`src/rtl/fetch_ifu_ctrl.sv`:
```
// Instruction-fetch initiator: owns the fetch PC, issues sequential requests, pairs responses
// with their PCs, buffers them for decode and recovers from redirects by dropping stale data.
module fetch_ifu_ctrl #(
  parameter int                  PC_WIDTH    = 32,
  parameter int                  INSTR_WIDTH = 32,
  parameter logic [PC_WIDTH-1:0] RESET_PC    = '0,
  parameter int                  DEPTH       = 2
) (
  input  logic                   clk_i,
  input  logic                   rst_i,
  input  logic                   redirect_valid_i,
  input  logic [PC_WIDTH-1:0]    redirect_pc_i,
  output logic                   if_req_valid_o,
  input  logic                   if_req_ready_i,
  output logic [PC_WIDTH-1:0]    if_req_pc_o,
  input  logic                   if_resp_valid_i,
  output logic                   if_resp_ready_o,
  input  logic                   if_resp_misalign_i,
  input  logic                   if_resp_bus_err_i,
  input  logic [INSTR_WIDTH-1:0] if_resp_instr_i,
  output logic                   out_valid_o,
  input  logic                   out_ready_i,
  output logic [PC_WIDTH-1:0]    out_pc_o,
  output logic [INSTR_WIDTH-1:0] out_instr_o,
  output logic                   out_misalign_o,
  output logic                   out_bus_err_o
);

  localparam int            AW       = $clog2(DEPTH);
  localparam logic [AW:0]   DEPTH_C  = (AW+1)'(DEPTH);
  localparam logic [AW:0]   ONE_C    = (AW+1)'(1);
  localparam logic [0:0]    ST_RUN   = 1'b0;
  localparam logic [0:0]    ST_HALT  = 1'b1;

  logic [0:0]          state_q, state_d;
  logic [PC_WIDTH-1:0] pc_q, pc_d;
  logic [AW:0]         inflight_q, inflight_d;
  logic [AW:0]         drop_q, drop_d;
  logic [AW:0]         pcq_wr_q, pcq_wr_d, pcq_rd_q, pcq_rd_d;
  logic [AW:0]         buf_wr_q, buf_wr_d, buf_rd_q, buf_rd_d;

  logic [PC_WIDTH-1:0]    pcq_mem_q   [DEPTH];
  logic [PC_WIDTH-1:0]    buf_pc_q    [DEPTH];
  logic [INSTR_WIDTH-1:0] buf_instr_q [DEPTH];
  logic                   buf_mis_q   [DEPTH];
  logic                   buf_err_q   [DEPTH];

  logic                req_fire, resp_fire, out_fire;
  logic                resp_keep, push_buf, pop_buf, pcq_push, pcq_pop;
  logic                pcq_empty, buf_empty, buf_full, credit_ok, drop_zero;
  logic [AW:0]         buf_count;
  logic [PC_WIDTH-1:0] resp_pc;

  assign buf_count = buf_wr_q - buf_rd_q;
  assign buf_empty = (buf_count == '0);
  assign buf_full  = (buf_count == DEPTH_C);
  assign pcq_empty = (pcq_wr_q == pcq_rd_q);
  assign drop_zero = (drop_q == '0);
  assign credit_ok = ({1'b0, inflight_q} + {1'b0, buf_count}) < {1'b0, DEPTH_C};

  assign if_req_valid_o  = !rst_i && (state_q == ST_RUN) && credit_ok;
  assign if_req_pc_o     = pc_q;
  assign req_fire        = if_req_valid_o && if_req_ready_i;
  // A response is only taken when something is outstanding, including a request firing now.
  assign if_resp_ready_o = !rst_i && ((inflight_q != '0) || req_fire) && (!drop_zero || !buf_full);
  assign resp_fire       = if_resp_valid_i && if_resp_ready_o;
  assign out_valid_o     = !buf_empty;
  assign out_fire        = out_valid_o && out_ready_i;

  assign resp_keep = resp_fire && drop_zero;
  assign resp_pc   = pcq_empty ? pc_q : pcq_mem_q[pcq_rd_q[AW-1:0]];
  assign push_buf  = resp_keep && !redirect_valid_i;
  assign pop_buf   = out_fire && !redirect_valid_i;
  // A zero-latency response consumes its own request's PC directly, bypassing the queue.
  assign pcq_push  = req_fire && !(resp_keep && pcq_empty);
  assign pcq_pop   = resp_keep && !pcq_empty;

  assign out_pc_o       = out_valid_o ? buf_pc_q[buf_rd_q[AW-1:0]]    : '0;
  assign out_instr_o    = out_valid_o ? buf_instr_q[buf_rd_q[AW-1:0]] : '0;
  assign out_misalign_o = out_valid_o && buf_mis_q[buf_rd_q[AW-1:0]];
  assign out_bus_err_o  = out_valid_o && buf_err_q[buf_rd_q[AW-1:0]];

  always_comb begin
    state_d    = state_q;
    pc_d       = req_fire ? pc_q + PC_WIDTH'(4) : pc_q;
    inflight_d = inflight_q + {{AW{1'b0}}, req_fire} - {{AW{1'b0}}, resp_fire};
    drop_d     = (resp_fire && !drop_zero) ? drop_q - ONE_C : drop_q;
    pcq_wr_d   = pcq_push ? pcq_wr_q + ONE_C : pcq_wr_q;
    pcq_rd_d   = pcq_pop  ? pcq_rd_q + ONE_C : pcq_rd_q;
    buf_wr_d   = push_buf ? buf_wr_q + ONE_C : buf_wr_q;
    buf_rd_d   = pop_buf  ? buf_rd_q + ONE_C : buf_rd_q;
    if (push_buf && (if_resp_misalign_i || if_resp_bus_err_i)) state_d = ST_HALT;
    // Everything still outstanding after this cycle's fires belongs to the old stream.
    if (redirect_valid_i) begin
      pc_d     = redirect_pc_i;
      state_d  = ST_RUN;
      drop_d   = inflight_d;
      pcq_wr_d = '0;
      pcq_rd_d = '0;
      buf_wr_d = '0;
      buf_rd_d = '0;
    end
  end

  always_ff @(posedge clk_i) begin
    if (rst_i) begin
      state_q    <= ST_RUN;
      pc_q       <= RESET_PC;
      inflight_q <= '0;
      drop_q     <= '0;
      pcq_wr_q   <= '0;
      pcq_rd_q   <= '0;
      buf_wr_q   <= '0;
      buf_rd_q   <= '0;
    end else begin
      state_q    <= state_d;
      pc_q       <= pc_d;
      inflight_q <= inflight_d;
      drop_q     <= drop_d;
      pcq_wr_q   <= pcq_wr_d;
      pcq_rd_q   <= pcq_rd_d;
      buf_wr_q   <= buf_wr_d;
      buf_rd_q   <= buf_rd_d;
    end
  end

  always_ff @(posedge clk_i) begin
    if (pcq_push) pcq_mem_q[pcq_wr_q[AW-1:0]] <= pc_q;
    if (push_buf) begin
      buf_pc_q[buf_wr_q[AW-1:0]]    <= resp_pc;
      buf_instr_q[buf_wr_q[AW-1:0]] <= if_resp_instr_i;
      buf_mis_q[buf_wr_q[AW-1:0]]   <= if_resp_misalign_i;
      buf_err_q[buf_wr_q[AW-1:0]]   <= if_resp_bus_err_i;
    end
  end

endmodule
```
`config.mk`:
```
export PLATFORM = sky130hd
export DESIGN_NAME = fetch_ifu_ctrl
export DESIGN_NICKNAME = d
export VERILOG_FILES = /design/src/rtl/fetch_ifu_ctrl.sv
export SDC_FILE = /design/constraint.sdc
export NUM_CORES = 1
export LEC_CHECK = 0
export BUFFER_PORTS_ARGS = -buffer_cell sky130_fd_sc_hd__clkbuf_2
export CORE_AREA = 2 2 139 141
export DETAILED_ROUTE_END_ITERATION = 10
export DIE_AREA = 0 0 141 143
export PLACE_DENSITY = 0.77
export SLEW_MARGIN = 30
export SYNTH_ARGS = -nofsm -noshare
export SYNTH_HDL_FRONTEND = slang
export SYNTH_SLANG_ARGS = --single-unit
```
`constraint.sdc`:
```
create_clock -name clk_i -period 10.4 [get_ports clk_i]
set_input_delay 0.52 -clock clk_i [delete_from_list [all_inputs] [get_ports clk_i]]
set_output_delay 0.52 -clock clk_i [all_outputs]
set_load 0.02 [all_outputs]
```
==> results.sh <==
export IMPL_run_status="complete, no violations"
export IMPL_maxCapViolations=0
export IMPL_post_dp_hpwl_mm=13.49
export IMPL_die_width_um=141
export IMPL_ant_nets=0
export IMPL_power_density_nw_per_um2=191.0
export IMPL_final_cell_area_um2=12070
export IMPL_synth_warnings=0
export IMPL_io_pins=173
export IMPL_post_cts_setup_buffers=0
export IMPL_leakage_nw=4.341
export IMPL_cts_buffer_depth=3
export IMPL_period_share_pct=43.83
export IMPL_worstPathRequired_ps=10530
export IMPL_antenna_found_initial=0
export IMPL_rsz0062_at_grt="no"
export IMPL_syn_num_nets=829
export IMPL_n_fill_cell=1373
export IMPL_synth_seq_cells=243
export IMPL_syn_to_final_growth_pct=19.64
export IMPL_netlist_instances=751
export IMPL_wl_per_cell_um=17.79
export IMPL_root_buffer="clkbuf_16"
export IMPL_cp_startpoint="buf_wr_q[0]$_SDFFE_PP0P_"
export IMPL_multi_input_area_um2=3068
export IMPL_cts_clk_slew_worst_paths_ps=70
export IMPL_min_path_cells=1
export IMPL_cp_end_kind="register"
export IMPL_seq_area_frac_synth_pct=67.65
export IMPL_core_area_um2=18580
export IMPL_tns_ps=0
export IMPL_final_hold_viol_count=0
export IMPL_syn_area_um2=10090
export IMPL_final_util_pct=64.98
export IMPL_vdd_drop_max_uv=109.9
export IMPL_drv_slew=0
export IMPL_cts_buffers=24
export IMPL_seq_area_um2=6834
export IMPL_cts_tree="yes"
export IMPL_critPathKind="register to register"
export IMPL_drtIter0Drc=466
export IMPL_reg2reg_depth=10
export IMPL_clock_latency_ps=510
export IMPL_tightest_slew_ps=942.5
export IMPL_ys_types=47
export IMPL_drt_total_wl_mm=20.79
export IMPL_initial_core_util_pct=54.31
export IMPL_portBuffers=172
export IMPL_cp_start_kind="register"
export IMPL_arrival_ps=4690
export IMPL_maxSlewHeadroom_pct=36.82
export IMPL_num_rows=50
export IMPL_grt_pass1_vias=6019
export IMPL_syn_avg_cell_area_um2=13.44
export IMPL_antenna_cells=0
export IMPL_grt_pass1_wl_mm=32.11
export IMPL_min_to="buf_instr_q[0][3]$_DFFE_PP_"
export IMPL_setup_viol=0
export IMPL_finClkSkew_ps=19.17
export IMPL_ys_async_sr_fraction_pct=0
export IMPL_drc=0
export IMPL_drtPass1Iterations=5
export IMPL_holdBufCountCts=0
export IMPL_hold_slack_ps=198.7
export IMPL_dieHeight_um=143
export IMPL_synthFlopType="edfxtp_1"
export IMPL_vias=6384
export IMPL_reg2reg_slack_ps=5840
export IMPL_placed_area_um2=11180
export IMPL_cts_sinks=243
export IMPL_grt_max_degree=69
export IMPL_reg2reg_from="buf_wr_q[0]$_SDFFE_PP0P_"
export IMPL_hold_path_class="primary input to register"
export IMPL_layout_commonest_cell="edfxtp_1"
export IMPL_htree_levels=1
export IMPL_postCtsResizedCells=0
export IMPL_reg2reg_to="buf_instr_q[0][31]$_DFFE_PP_"
export IMPL_holdCritStartpoint="if_resp_instr_i[3]"
export IMPL_layout_common_cells="196 x edfxtp_1, 173 x clkbuf_2, 107 x nor2_1, 103 x mux2i_1, 52 x nand2_1"
export IMPL_vias_per_cell=5.461
export IMPL_gp_congestion=0.8161
export IMPL_track_usage_pct=20.31
export IMPL_drive_gt1_share_pct=25.56
export IMPL_grt_overflow_total=0
export IMPL_fmaxAchievable_mhz=219.4
export IMPL_min_period_ps=4558
export IMPL_path_max_fanout=56
export IMPL_nets=995
export IMPL_dieArea_um2=20160
export IMPL_synth_edf_count=196
-- layout make-up --
type                            instances  area share, %
Clock inverter                          6         0.6944
Inverter                               15         0.4664
Sequential cell                       243          56.61
Timing Repair Buffer                  181          7.690
Clock buffer                           38          6.705
Multi-Input combinational cell        452          25.41
Tap cell                              234          2.425
-- worst max-delay path by stage --
stage                                        end  slack, ps  cells past startpoint
global placement        buf_pc_q[0][8]$_DFFE_PP_       5970                     10
global route        buf_instr_q[0][13]$_DFFE_PP_       5590                     10
detailed placement      buf_pc_q[0][4]$_DFFE_PP_       5880                     10
CTS                     buf_pc_q[0][9]$_DFFE_PP_       5810                     10
finish              buf_instr_q[0][31]$_DFFE_PP_       5840                     10
floorplan                 buf_err_q[0]$_DFFE_PP_       3150                     10
-- through the flow --
| stage | cells | power (mW) | worst slack (ps) |
|---|---|---|---|
| finish | 1169 | 2.306 | 5842 |
| global route | 1169 | 2.387 | 5591 |
| CTS | 1169 | 2.323 | 5812 |
| detailed placement | 1125 | 1.395 | 5879 |
| global placement | 1125 | 1.386 | 5969 |
| floorplan | 751 | 1.313 | 3150 |
-- routing by layer --
layer / track usage [%] / part of all wire (%)
met1: 28.27 / 44
met2: 33.17 / 48
met3: 3.957 / 7.2
met4: 5.368 / 1.4
met5: 0 / 0
-- critical path, cell delays in order (launching register included) --
cell and delay (ps):
dfxtp_1 360, inv_1 100, ha_1 250, xor3_1 350, inv_1 100, fa_1 610
and4b_1 460, o311a_4 280, nand2_1 130, nor3_2 740, buf_4 730
-- synth_stat cells, types with 2 or more instances --
cell type / n / share of area [%]
nor3_2: 2 / 0.20
a21oi_1: 10 / 0.50
nor3_1: 7 / 0.35
nand2b_1: 3 / 0.19
inv_1: 14 / 0.52
nand4_1: 15 / 0.93
buf_2: 7 / 0.35
a211o_1: 2 / 0.17
and2_1: 3 / 0.19
xor2_1: 22 / 1.9
and3_1: 3 / 0.19
dfxtp_1: 47 / 9.3
ha_1: 5 / 0.62
o21ai_0: 39 / 1.9
xnor2_1: 18 / 1.6
nor2_1: 107 / 4.0
clkbuf_1: 27 / 1.0
nor2b_1: 4 / 0.25
mux2i_1: 103 / 10
nand3_1: 16 / 0.79
buf_1: 5 / 0.19
edfxtp_1: 196 / 58
nand2_1: 52 / 1.9
o21a_1: 6 / 0.45
a211oi_1: 16 / 1.2
-- state kept, by name, summed over array words and instances (netlist names), named ones only --
register and flops:
buf_err_q 2, pcq_rd_q 2, buf_pc_q 64, state_q 1, buf_wr_q 2, buf_mis_q 2
pcq_mem_q 64, pcq_wr_q 2, inflight_q 2, buf_rd_q 2, drop_q 2, buf_instr_q 64
if_req_pc_o 32
-- power breakdown --
part / switching (mW) / total (mW) / internal, mW
clock network: 0.348 / 0.932 / 0.584
logic: 0.152 / 0.230 / 0.0783
registers: 0.0326 / 1.14 / 1.11
-- logic make-up after synthesis --
group                      count (synthesis)  synth area share [%]
AOI/OAI and AO/OA                         83                 5.419
buffers and inverters                     56                 2.281
and+or+nand+nor                          219                 9.907
xor gates and xnor gates                  41                 3.707
adders and majority gates                  6                0.8184
DFF                                      243                 67.65
muxes                                    103                 10.22
Note: power is estimated with default switching activity, not from simulation.
